### src/rtl/mac_ctrl_pkg.sv
// rtl/mac_ctrl_pkg.sv - shared types and constants for the MAC array sequencer
package mac_ctrl_pkg;

    typedef enum logic [2:0] {
        S_IDLE,
        S_WLOAD,
        S_WSETTLE,
        S_XEXEC,
        S_DRAIN,
        S_FLUSH,
        S_DONE
    } state_t;

    localparam logic [2:0] INST_NOP   = 3'b000;
    localparam logic [2:0] INST_KLOAD = 3'b001;
    localparam logic [2:0] INST_EXEC  = 3'b010;
    localparam logic [2:0] INST_FLUSH = 3'b101;

    // Cycles for a wavefront to cross the skewed array corner to corner
    function automatic int calc_skew(input int row, input int col);
        return row + col - 1;
    endfunction

    localparam int DEF_ROW = 8;
    localparam int DEF_COL = 8;
    localparam int SKEW    = calc_skew(DEF_ROW, DEF_COL);

endpackage

### src/rtl/mac_array_ctrl_phase_counter.sv
// rtl/mac_array_ctrl_phase_counter.sv - per-phase up-counter with terminal-count flag
module phase_counter #(
    parameter int LEN_BW = 11
) (
    input  logic              clk,
    input  logic              reset,
    input  logic              clear,
    input  logic              en,
    input  logic [LEN_BW-1:0] limit,
    output logic              tc
);

    localparam logic [LEN_BW-1:0] INC     = LEN_BW'(1);
    localparam logic [LEN_BW:0]   INC_EXT = (LEN_BW + 1)'(1);

    logic [LEN_BW-1:0] count;

    // tc flags the last step of the phase; one extra bit lets limit reach 2^LEN_BW-1
    assign tc = (({1'b0, count} + INC_EXT) == {1'b0, limit});

    // Clear wins over enable so a phase boundary always restarts at zero
    always_ff @(posedge clk or negedge reset) begin
        if (!reset) begin
            count <= '0;
        end else if (clear) begin
            count <= '0;
        end else if (en) begin
            count <= count + INC;
        end
    end

endmodule

### src/rtl/mac_array_ctrl.sv
// rtl/mac_array_ctrl.sv - phase sequencer driving the systolic MAC array west edge
module mac_array_ctrl
    import mac_ctrl_pkg::*;
#(
    parameter int ROW    = 8,
    parameter int COL    = 8,
    parameter int LEN_BW = 11
) (
    input  logic              clk,
    input  logic              reset,
    input  logic              start,
    input  logic              abort,
    input  logic [LEN_BW-1:0] x_len,
    input  logic              l0_empty,
    output logic              l0_rd,
    output logic [2:0]        inst_w,
    output logic              busy,
    output logic              done
);

    localparam logic [LEN_BW-1:0] COL_L  = LEN_BW'(COL);
    localparam logic [LEN_BW-1:0] SKEW_L = LEN_BW'(calc_skew(ROW, COL));

    state_t            state;
    logic [LEN_BW-1:0] x_len_q;
    logic [LEN_BW-1:0] limit;
    logic              en;
    logic              tc;
    logic              phase_end;
    logic              clear;

    // Per-phase length and advance condition; stallable phases only advance on an L0 beat
    always_comb begin
        limit = '0;
        en    = 1'b0;
        case (state)
            S_WLOAD:   begin limit = COL_L;   en = !l0_empty; end
            S_WSETTLE: begin limit = SKEW_L;  en = 1'b1;      end
            S_XEXEC:   begin limit = x_len_q; en = !l0_empty; end
            S_DRAIN:   begin limit = SKEW_L;  en = 1'b1;      end
            S_FLUSH:   begin limit = COL_L;   en = 1'b1;      end
            default:   begin limit = '0;      en = 1'b0;      end
        endcase
        phase_end = en && tc;
        clear     = abort || phase_end || (state == S_IDLE) || (state == S_DONE);
    end

    phase_counter #(
        .LEN_BW (LEN_BW)
    ) u_phase_counter (
        .clk   (clk),
        .reset (reset),
        .clear (clear),
        .en    (en),
        .limit (limit),
        .tc    (tc)
    );

    // Phase sequencing; abort overrides every transition, including a start in IDLE
    always_ff @(posedge clk or negedge reset) begin
        if (!reset) begin
            state   <= S_IDLE;
            x_len_q <= '0;
        end else if (abort) begin
            state <= S_IDLE;
        end else begin
            case (state)
                S_IDLE: begin
                    if (start) begin
                        state   <= S_WLOAD;
                        x_len_q <= x_len;
                    end
                end
                S_WLOAD:   if (phase_end) state <= S_WSETTLE;
                S_WSETTLE: if (phase_end) state <= (x_len_q == '0) ? S_DRAIN : S_XEXEC;
                S_XEXEC:   if (phase_end) state <= S_DRAIN;
                S_DRAIN:   if (phase_end) state <= S_FLUSH;
                S_FLUSH:   if (phase_end) state <= S_DONE;
                S_DONE:    state <= S_IDLE;
                default:   state <= S_IDLE;
            endcase
        end
    end

    // West-edge instruction and L0 strobe; a stalled beat emits NOP with no read
    always_comb begin
        inst_w = INST_NOP;
        l0_rd  = 1'b0;
        case (state)
            S_WLOAD: if (!l0_empty) begin inst_w = INST_KLOAD; l0_rd = 1'b1; end
            S_XEXEC: if (!l0_empty) begin inst_w = INST_EXEC;  l0_rd = 1'b1; end
            S_FLUSH: inst_w = INST_FLUSH;
            default: inst_w = INST_NOP;
        endcase
        busy = (state != S_IDLE) && (state != S_DONE);
        done = (state == S_DONE);
    end

endmodule

### config.mk
export PLATFORM = sky130hd
export DESIGN_NAME = mac_array_ctrl
export DESIGN_NICKNAME = d
export VERILOG_FILES = /design/src/rtl/mac_ctrl_pkg.sv /design/src/rtl/mac_array_ctrl_phase_counter.sv /design/src/rtl/mac_array_ctrl.sv
export SDC_FILE = /design/constraint.sdc
export NUM_CORES = 1
export LEC_CHECK = 0
export ABC_AREA = 1
export BUFFER_PORTS_ARGS = -buffer_cell sky130_fd_sc_hd__buf_4
export CAP_MARGIN = 20
export CELL_PAD_IN_SITES_DETAIL_PLACEMENT = 0
export CELL_PAD_IN_SITES_GLOBAL_PLACEMENT = 2
export CORE_ASPECT_RATIO = 0.6
export CORE_MARGIN = 8
export CORE_UTILIZATION = 32
export CTS_CLUSTER_DIAMETER = 30
export DETAILED_ROUTE_END_ITERATION = 12
export PLACE_DENSITY = 0.91
export SYNTH_ARGS = -nofsm -noshare
export SYNTH_HDL_FRONTEND = slang
export SYNTH_HIERARCHICAL = 1
export SYNTH_SLANG_ARGS = --single-unit
### constraint.sdc
create_clock -name clk -period 2.62 [get_ports clk]
set_clock_uncertainty 0.2 [all_clocks]
set_input_delay 0.524 -clock clk [delete_from_list [all_inputs] [get_ports clk]]
set_output_delay 0.524 -clock clk [all_outputs]
set_load 0.1 [all_outputs]
==> flow_metrics.tcl <==
set metrics [dict create \
    status "finished, final reports clean" \
    hold_start "x_len[3]" \
    cts_buffers 3 \
    drc 0 \
    critPathLaunchType "flop" \
    finalHoldViolCount 0 \
    rsz0062_at_grt "false" \
    slew_headroom_pct 73.60 \
    avgViaCountPerCell 4.518 \
    clock_sinks 25 \
    hpwl_um 3924 \
    netlist_area_sq_um 1828 \
    synth_top_family_by_area "simple AND/OR/NAND/NOR gates" \
    rr_worst_depth 16 \
    antenna_found_initial 0 \
    cpPeakStageDelay_ns 0.39 \
    synth_compound_area_share_pct 9.651 \
    drt_iter0_drc 121 \
    cts_buffer_depth 2 \
    grt_max_degree 26 \
    setup_slack_ns 0.2460 \
    post-route-util_pct 41.12 \
    min_path_type "in2reg" \
    area_growth_pct 24.71 \
    worstHoldEndpoint "x_len_q[3]" \
    ys_warn_count 6 \
    hold_ws_ns 0.2772 \
    final_cells 394 \
    path_class "reg2reg" \
    syn_avg_cell_area_sq_um 6.623 \
    grt_pass1_wl_um 8259 \
    clk_pin_slew_ns 0.09 \
    crit_path_end_kind "flop" \
    die_w_um 113.6 \
    synthAdderAreaFrac_pct 0.6845 \
    synth_top_area_cell "dfrtp_1" \
    rrSetupSlack_ns 0.25 \
    cp_top_family "simple AND/OR/NAND/NOR gates" \
    timing.rr.end "state[1]" \
    ant_nets 0 \
    placed_cells 389 \
    clk_latency_ns 0.27 \
    synthTopCellsByCount "nand2_1, nor2_1, inv_1" \
    ys_seq_area_share_pct 34.22 \
    rr_startpoint "u_phase_counter/count[1]" \
    seq_area_sq_um 625.6 \
    syn_inst 276 \
    pre_cts_slack_ns -0.06383 \
    multi_input_area_sq_um 1064 \
    ys_ff_latch 25 \
    placed_area_sq_um 2201 \
    crit_buf_inv 3 \
    drive_gt1_share_pct 24.20 \
    numPortBuffers 21 \
    ctsHtreeMaxLevel 1 \
    power_density_nw_per_um2 871.3 \
    cp_max_fo 7 \
    synth_nets 293 \
    slew_viol_final 0 \
    synthSimpleGateAreaFrac_pct 42.57 \
    wire_per_inst_um 12.06 \
    max-cap-violations 0 \
    postLayoutCellArea_sq_um 2280 \
    boundaryPins 22 \
    fin_crit_sh_pct 90.61 \
    gp_congestion 0.7863 \
    std_cell_rows 21 \
    crit_arrival_ns 2.39 \
    clock-root-buffer "clkbuf_8" \
    die_h_um 74.55 \
    grt_pass1_vias 1665 \
    fin_crit_ns 2.374 \
    max_clock_freq_mhz 421.2 \
    die_area_sq_um 8466 \
    synthDistinctLibCells 30 \
    p_leak_nw 1.128 \
    synthXorXnorAreaFrac_pct 0.9582 \
    routed_wl_um 4750 \
    synth.area.mux_share_pct 1.643 \
    synth_edf_count 0 \
    antenna-diode-count 0 \
    drt-pass1-iter-count 4 \
    setup-violations-final 0 \
    vias 1780 \
    core_sq_um 5544 \
    async_flop_share_pct 100.0 \
    overflow 0 \
    irDropWorstVdd_uv 440.5 \
    initial_utilization_pct 32.97 \
    ys_top_cells_by_area "dfrtp_1, nand2_1, nor2_1" \
    cts_setup_buffers 0 \
    holdPathStages 2 \
    crit_top_cell "nand2_1" \
    grt.total_usage_pct 12.24 \
    synth_top_area_share_pct 34.22 \
    cp_slowest_cell "dfrtp_1" \
    fillers 585 \
    cp_cell_sequence "ha_1, nand2_2, nor2_8, buf_4, nand3_2, nand3_1, nand2_1, nor2_1, nand2_1, nor2_1, inv_1, o211ai_2, nand2_2, inv_2, nand2_1, nand2_1" \
    crit_required_ns 2.63 \
    cts_tree "done" \
    synthFlopType "dfrtp_1" \
    synth.most_common_cell "nand2_1" \
    final_nets 332 \
    tightest_slew_ns 0.3955 \
]
repair_timing:
action                                 4_1_cts  5_1_grt
cloned                                       0        0
gates resized for setup                      1        8
setup endpoints to repair                    9       14
pin swaps                                    0        4
hold buffers                                 1        0
endpoints found under the hold margin       25        0
per-layer routing:
layer / GRT usage, % / routed length [um] / vias up
li1: - / - / 953
met1: 19.35 / 2758 / 774
met2: 15.66 / 1637 / 51
met3: 3.485 / 341 / 2
met4: 1.320 / 12 / 0
met5: 0 / 0 / -
cell type report:
| cell class | instances | share of cell area [%] |
|---|---|---|
| multi-input combinational | 204 | 46.65 |
| sequential | 25 | 27.44 |
| timing repair buffer | 36 | 11.96 |
| inverter | 45 | 7.519 |
| tap | 80 | 4.391 |
| clock buffer | 3 | 1.811 |
| clock inverter | 1 | 0.2195 |
where the power goes:
group          internal [W]  switching, W  leakage, nW
clock              0.000106      0.000122       0.0255
sequential         0.000492     0.0000606        0.314
combinational      0.000399      0.000807        0.788
total              0.000997      0.000989         1.13
through the flow:
step / TNS (ns) / power, W
4_1_cts: 0 / 0.001968
6_report: 0 / 0.001986
5_1_grt: 0 / 0.002163
2_1_floorplan: -0.04747 / 0.001399
3_3_place_gp: -0.1142 / 0.001727
3_5_place_dp: -0.2483 / 0.001725
worst max-delay path by stage:
stage	from	end	slack, ns	depth (start not counted)
2_1_floorplan	state[0]	inst_w[2]	-0.05	4
3_3_place_gp	u_phase_counter/count[1]	u_phase_counter/count[3]	-0.06	15
3_5_place_dp	state[1]	u_phase_counter/count[3]	-0.06	18
4_1_cts	state[2]	u_phase_counter/count[9]	0.04	18
5_1_grt	u_phase_counter/count[1]	state[0]	0.02	16
6_report	u_phase_counter/count[1]	state[1]	0.25	16
layout by cell type, fill, tap and decap left out, drive strengths merged:
master and n:
o21bai 1, nand4 1, o21ai 15, clkbuf 3, clkinv 1, nor2 52, xor2 1, inv 45
xnor2 1, dlygate4sd3 1, nor3 3, dfrtp 25, o22ai 2, nand2 73, nand3 36, a21oi 13
buf 35, o211ai 1, mux2 2, ha 1, nand3b 2
state kept, by name, summed over array words and instances (netlist names):
register / flops
x_len_q: 11
u_phase_counter/count: 11
state: 3
logic make-up (layout without fill, tap and decap cells):
family,count (synthesis),in the layout
compound gates,32,32
xor+xnor,2,2
fa+ha+maj,1,1
buf+inv,47,85
flops,25,25
mux,2,2
simple gates,167,167
Note: power is estimated with default switching activity, not from simulation.
